`config.mk`:
```
export PLATFORM = sky130hd
export DESIGN_NAME = inst_prefetch_buf
export DESIGN_NICKNAME = d
export VERILOG_FILES = /design/src/rtl/inst_prefetch_buf.sv
export SDC_FILE = /design/constraint.sdc
export NUM_CORES = 1
export LEC_CHECK = 0
export CAP_MARGIN = 20
export CORE_MARGIN = 5
export CORE_UTILIZATION = 30
export DETAILED_ROUTE_END_ITERATION = 8
export GPL_ROUTABILITY_DRIVEN = 0
export PLACE_DENSITY_LB_ADDON = 0.3
export SLEW_MARGIN = 40
export SYNTH_ARGS = -nofsm -noshare
export SYNTH_HDL_FRONTEND = slang
export SYNTH_SLANG_ARGS = --single-unit
```
`constraint.sdc`:
```
create_clock -name clk -period 7.4 [get_ports clk]
set_clock_uncertainty 0.1 [all_clocks]
set_input_delay 2.22 -clock clk [delete_from_list [all_inputs] [get_ports clk]]
set_output_delay 2.22 -clock clk [all_outputs]
set_load 0.02 [all_outputs]
```
`src/rtl/inst_prefetch_buf.sv`:
```
// Sequential instruction prefetch buffer between the CPU fetch channels and
// instruction memory. Words are streamed from ascending addresses into a small
// FIFO. A request that is off the current stream flushes the buffer and
// restarts the stream at the requested address.
// Optional feature: define INST_PREFETCH_STATS_EN to enable the hit/miss counters;
// otherwise hit_cnt and miss_cnt are tied to 0.
module inst_prefetch_buf #(
   parameter int unsigned DEPTH = 4
) (
   input  logic        clk,
   input  logic        rst,
   input  logic [31:0] cpu_pc,
   input  logic        cpu_req_valid,
   output logic        cpu_req_ready,
   output logic [31:0] cpu_inst,
   output logic        cpu_inst_valid,
   input  logic        cpu_inst_ready,
   output logic [31:0] mem_pc,
   output logic        mem_req_valid,
   input  logic        mem_req_ready,
   input  logic [31:0] mem_inst,
   input  logic        mem_inst_valid,
   output logic        mem_inst_ready,
   output logic [31:0] hit_cnt,
   output logic [31:0] miss_cnt
);

   localparam int unsigned AW = $clog2(DEPTH);
   localparam int unsigned CW = AW + 1;
   localparam logic [AW:0] DEPTH_W = DEPTH[AW:0];

   typedef enum logic [1:0] {CIdle, CWait, CResp} cpu_state_e;
   typedef enum logic [1:0] {MIdle, MReq, MResp} mem_state_e;

   cpu_state_e    c_state;
   mem_state_e    m_state;
   logic [31:0]   req_pc;
   logic          flushed;
   logic [31:0]   inflight_pc;
   logic [31:0]   next_fetch_pc;
   logic [31:0]   head_addr;
   logic          stream_valid;
   logic          drop;
   logic [AW:0]   count;
   logic [AW-1:0] rd_ptr;
   logic [31:0]   fifo [DEPTH];

   logic [31:0]   exp_addr;
   logic          flush;
   logic          pop;
   logic          push;
   logic [AW-1:0] wr_idx;

   // Expected stream address and the per-cycle flush/push/pop decisions.
   always_comb begin
      exp_addr = next_fetch_pc;
      if (count != '0) begin
         exp_addr = head_addr;
      end else if (m_state == MResp && !drop) begin
         exp_addr = inflight_pc;
      end
      flush  = (c_state == CWait) && !flushed && (!stream_valid || req_pc != exp_addr);
      pop    = (c_state == CWait) && !flush && (count != '0) && (head_addr == req_pc);
      // A flush in the same cycle discards the returning word.
      push   = (m_state == MResp) && mem_inst_valid && !drop && !flush;
      wr_idx = rd_ptr + count[AW-1:0];
   end

   // CPU-side FSM with registered handshake outputs.
   always_ff @(posedge clk or negedge rst) begin
      if (!rst) begin
         c_state        <= CIdle;
         cpu_req_ready  <= 1'b0;
         cpu_inst_valid <= 1'b0;
         cpu_inst       <= '0;
         req_pc         <= '0;
         flushed        <= 1'b0;
      end else begin
         case (c_state)
            CIdle: begin
               if (cpu_req_ready && cpu_req_valid) begin
                  req_pc        <= cpu_pc;
                  flushed       <= 1'b0;
                  cpu_req_ready <= 1'b0;
                  c_state       <= CWait;
               end else begin
                  cpu_req_ready <= 1'b1;
               end
            end
            CWait: begin
               if (flush) begin
                  flushed <= 1'b1;
               end
               if (pop) begin
                  cpu_inst       <= fifo[rd_ptr];
                  cpu_inst_valid <= 1'b1;
                  c_state        <= CResp;
               end
            end
            CResp: begin
               if (cpu_inst_ready) begin
                  cpu_inst_valid <= 1'b0;
                  cpu_req_ready  <= 1'b1;
                  c_state        <= CIdle;
               end
            end
            default: c_state <= CIdle;
         endcase
      end
   end

   // Memory-side FSM: one outstanding request, stale responses dropped after a flush.
   always_ff @(posedge clk or negedge rst) begin
      if (!rst) begin
         m_state        <= MIdle;
         mem_req_valid  <= 1'b0;
         mem_pc         <= '0;
         mem_inst_ready <= 1'b0;
         inflight_pc    <= '0;
         next_fetch_pc  <= '0;
         drop           <= 1'b0;
      end else begin
         case (m_state)
            MIdle: begin
               // Not on a flush cycle: next_fetch_pc is about to be replaced.
               if (stream_valid && count < DEPTH_W && !drop && !flush) begin
                  mem_req_valid <= 1'b1;
                  mem_pc        <= next_fetch_pc;
                  m_state       <= MReq;
               end
            end
            MReq: begin
               if (mem_req_ready) begin
                  mem_req_valid  <= 1'b0;
                  mem_inst_ready <= 1'b1;
                  inflight_pc    <= mem_pc;
                  m_state        <= MResp;
                  // A request already doomed by an earlier flush must not advance the stream.
                  if (!drop && !flush) begin
                     next_fetch_pc <= next_fetch_pc + 32'd4;
                  end
               end
            end
            MResp: begin
               if (mem_inst_valid) begin
                  mem_inst_ready <= 1'b0;
                  drop           <= 1'b0;
                  m_state        <= MIdle;
               end
            end
            default: m_state <= MIdle;
         endcase
         if (flush) begin
            next_fetch_pc <= req_pc;
            // A response consumed this very cycle is already discarded; nothing left to drop.
            drop <= (m_state == MReq) || (m_state == MResp && !mem_inst_valid);
         end
      end
   end

   // FIFO occupancy, read pointer and stream head tracking.
   always_ff @(posedge clk or negedge rst) begin
      if (!rst) begin
         count        <= '0;
         rd_ptr       <= '0;
         head_addr    <= '0;
         stream_valid <= 1'b0;
      end else if (flush) begin
         count        <= '0;
         stream_valid <= 1'b1;
      end else begin
         if (push && count == '0) begin
            head_addr <= inflight_pc;
         end
         if (pop) begin
            rd_ptr    <= rd_ptr + AW'(1);
            head_addr <= head_addr + 32'd4;
         end
         case ({push, pop})
            2'b10:   count <= count + CW'(1);
            2'b01:   count <= count - CW'(1);
            default: count <= count;
         endcase
      end
   end

   // FIFO storage; data needs no reset since occupancy guards every read.
   always_ff @(posedge clk) begin
      if (push) begin
         fifo[wr_idx] <= mem_inst;
      end
   end

`ifdef INST_PREFETCH_STATS_EN
   logic [31:0] hit_q;
   logic [31:0] miss_q;

   // Wrapping hit/miss counters: miss at flush, hit when an unflushed request completes.
   always_ff @(posedge clk or negedge rst) begin
      if (!rst) begin
         hit_q  <= '0;
         miss_q <= '0;
      end else begin
         if (flush) begin
            miss_q <= miss_q + 32'd1;
         end
         if (pop && !flushed) begin
            hit_q <= hit_q + 32'd1;
         end
      end
   end

   assign hit_cnt  = hit_q;
   assign miss_cnt = miss_q;
`else
   assign hit_cnt  = '0;
   assign miss_cnt = '0;
`endif

endmodule

```
==> metrics.md <==
| Metric | Value |
|---|---|
| Post-CTS Hold Buffers | `0` |
| Vias per std cell | `approximately 5` |
| Internal reg-to-reg setup slack | `1940 ps` |
| Clock-pin slew reported for the worst setup and hold paths after clock tree synthesis | `60 ps` |
| Proportion of power drawn by combinational gates | `0.321` |
| Overflow left after global routing | `0` |
| Total length of routed wires | `between 40,000 and 50,000 um` |
| Result of the run | `finished clean` |
| Number of antenna violations at the first check in global routing | `8` |
| WHS Path Cells | `2` |
| Die Span Y | `between 200 and 250 um` |
| Largest net degree at the start of global routing | `approximately 110` |
| Flip-flop and latch count after synthesis | `~340` |
| Most frequent cells in the layout | `207 x dfrtp_1, 136 x clkdlybuf4s50_1, 128 x edfxtp_1` |
| Routed len/inst | `between 20 and 25 um` |
| Min cycle time layout | `about 5500 ps` |
| CP Class | `register to register` |
| Number of buffers created by CTS | `37` |
| M1 wire length | `around 20,000 um` |
| Clock insertion delay at the later pin of the skew report | `approximately 550 ps` |
| Met3 routed WL | `4040 um` |
| Critical path data required time | `7540 ps` |
| Overall track demand over capacity in global routing | `0.155` |
| Logic depth of the worst register-to-register path | `10` |
| Maximum capacitance violations | `0` |
| Number of unique standard cell types used by synthesis | `72` |
| WP data arrival | `between 5000 and 6000 ps` |
| Post-Synthesis Mean Instance Area | `roughly 13 sq um` |
| Clock tree from TritonCTS | `done` |
| Leading cell type in the layout, fill and taps excluded | `dfrtp_1` |
| Crit Path Max Fanout | `23` |
| VDD IR max | `~150 uV` |
| Top-level I/O count | `between 200 and 250` |
| Cell chosen for the clock root | `clkbuf_16` |
| Setup TNS Final | `0 ps` |
| Routed met2 length | `21,700 um` |
| Post-route ant nets | `0` |
| Area Overhead vs Synth | `20.1%` |
| Core Box Area | `about 53,000 sq um` |
| Drt initial violations | `838` |
| Floorplan row count | `84` |
| Final critical-path share of the clock period | `0.737` |
| Sum of internal, switching and leakage power | `around 7400 uW` |
| Final Hold Violating Endpoints | `0` |
| Net count, final | `around 1,500` |
| Synthesized instance count | `1,283` |
| Number of setup buffers added after CTS | `0` |
| First-pass GRT wire length | `69,900 um` |
| Buffers added on ports | `around 140` |
| Reg-to-reg startpoint | `m_state[0]` |
| Total power per unit cell area | `around 380 nW/um^2` |
| Share of post-route cells with drive strength above 1 | `0.185` |
| Worst Hold Path EP | `mem_req_valid` |
| Slew Limit Fails | `0` |
| Leak | `0.00760 uW` |
| RSZ-0062 raised after global routing | `no` |
| Worst-case headroom to the max-slew limit | `0.439` |
| Clock network fraction of design power | `0.258` |
| Switch share | `0.373` |
| Number of clock sinks | `approximately 340` |
| Yosys warning total | `0` |
| Clock H-tree levels | `2` |
| Die Span X | `241 um` |
| Number of iterations in the first detailed-routing pass | `5` |
| Portion of the post-synthesis area used by sequential elements | `0.563` |
| Net switching power | `around 2800 uW` |
| Sort of element at the end of the critical path | `register` |
| Flip-flop cell with the highest count after synthesis | `dfrtp_1` |
| Post-synthesis async set-or-reset flop share | `0.619` |
| Worst hold path class | `register to register` |
| Count of flip-flops with a built-in enable after synthesis | `approximately 130` |
| R2r endpoint | `fifo[3][12]` |
| DR top layer | `met5` |
| Startpoint of the tightest hold check path | `mem_req_valid` |
| Vias | `approximately 11,000` |
| Number of global-route vias before repair | `10,900` |
| Sequential share of power | `0.421` |
| Final HPWL DP | `roughly 32,000 um` |
| Highest achievable clock rate | `about 180 MHz` |
| DRC violation count after routing | `0` |
| Post-CTS resize count | `0` |
| DIE AREA | `slightly below 60,000 sq um` |
| Mapped Area | `approximately 16,000 sq um` |
| Number of failing setup endpoints in the final timing report | `0` |
| Worst Max-Slew Pin Slew | `about 840 ps` |
| Longest Clk Path Bufs | `3` |
| Internal power | `roughly 4600 uW` |
| CP startpoint kind | `register` |
| Starting Density | `0.304` |
==> critical path: stages, from the launching register on <==
cell	delay, ps
dfrtp_1	550
or3b_2	810
mux2i_1	230
a2111oi_0	600
a31oi_1	150
or4_1	440
nor4_2	510
a31oi_4	350
or2_2	430
nor2_4	600
buf_4	330
==> registers in the layout (all words and copies together) (netlist names), 2 cells and up <==
name and cells:
inflight_pc 32, m_state 2, next_fetch_pc 32, fifo 128
rd_ptr 2, count 3, req_pc 32, head_addr 32
c_state 2, mem_pc 32, cpu_inst 32
==> routing by layer <==
layer  vias up  track usage
met5         -            0
met4         6       0.0325
met3        60       0.0471
met2       403        0.250
met1      5395        0.210
li1       4856            -
==> cell type report <==
type | count | area, sq um
antenna | 3 | 7.51
clock buffer | 48 | 1010
clock inverter | 20 | 241
fill | 5153 | 33600
inverter | 35 | 131
multi-input combinational | 839 | 6390
sequential | 336 | 9050
tap | 688 | 861
timing repair buffer | 162 | 1610
==> metrics by stage <==
step                instance area (sq um)  cells  hold slack, ps  utilization  worst slack [ps]
finish                              19300   2131             391        0.365              1940
CTS                                 19300   2128             398        0.365              1920
floorplan                           16300   1346             363            -              1440
detailed placement                  18000   2060             382        0.341              1960
global placement                    18000   2058             367        0.340              1960
global route                        19300   2128             424        0.365              1700
==> power by group through the flow <==
stage          combinational (uW)  clock (uW)  sequential [uW]
6_report                     2380        1910             3120
5_1_grt                      2590        2040             3180
4_1_cts                      2400        1960             3110
3_5_place_dp                 2380           0             3130
3_3_place_gp                 2350           0             3130
2_1_floorplan                1670           0             2890
==> cell families (layout without fill, tap and decap cells) <==
group,count (synthesis),count (layout),share of synthesized area
mux,170,170,0.147
compound gates,225,225,0.0933
simple gates,306,306,0.0961
buf+inv,171,265,0.0591
flops,336,336,0.563
other cells,1,67,0.000233
fa+ha+maj,4,4,0.00358
xor+xnor,70,70,0.0381
==> worst max-delay path by stage <==
stage / cells after the start / to / startpoint / slack (ps)
final: 10 / fifo[3][12] / m_state[0] / 1940
after global routing: 10 / fifo[3][10] / m_state[0] / 1700
after CTS: 10 / fifo[3][9] / m_state[0] / 1920
after detailed placement: 10 / fifo[3][3] / m_state[0] / 1960
after global placement: 11 / fifo[3][11] / m_state[0] / 1960
after floorplan: 12 / fifo[2][0] / m_state[0] / 1440
==> synth_stat cells (4+ instances only) <==
| master | instances | area (sq um) |
|---|---|---|
| dfrtp_1 | 208 | 5200 |
| nand2b_1 | 18 | 113 |
| or4_1 | 4 | 30.0 |
| a211oi_1 | 16 | 120 |
| mux2_2 | 88 | 991 |
| a221o_1 | 8 | 80.1 |
| buf_1 | 7 | 26.3 |
| nor4_1 | 9 | 56.3 |
| o22a_1 | 12 | 105 |
| a21oi_1 | 48 | 240 |
| xnor2_1 | 23 | 201 |
| clkbuf_1 | 46 | 173 |
| xor2_1 | 47 | 412 |
| inv_1 | 35 | 131 |
| buf_6 | 7 | 78.8 |
| and4_1 | 4 | 35.0 |
| nor2b_1 | 7 | 43.8 |
| mux2_4 | 28 | 420 |
| o31ai_1 | 5 | 37.5 |
| mux4_2 | 32 | 721 |
| buf_4 | 64 | 480 |
| mux2_1 | 4 | 45.0 |
| o22ai_1 | 4 | 25.0 |
| buf_2 | 12 | 60.1 |
| nand4_1 | 12 | 75.1 |
| o31a_1 | 10 | 87.6 |
| and3_1 | 21 | 131 |
| nor2_1 | 75 | 282 |
| nor3_1 | 19 | 95.1 |
| nand3_1 | 23 | 115 |
| nor4bb_1 | 5 | 50.1 |
| a31oi_1 | 9 | 56.3 |
| edfxtp_1 | 128 | 3840 |
| mux2i_1 | 18 | 180 |
| o21ai_0 | 70 | 350 |
| nand2_1 | 86 | 323 |
| a32oi_1 | 4 | 35.0 |
(Power assumes the default switching activity.)
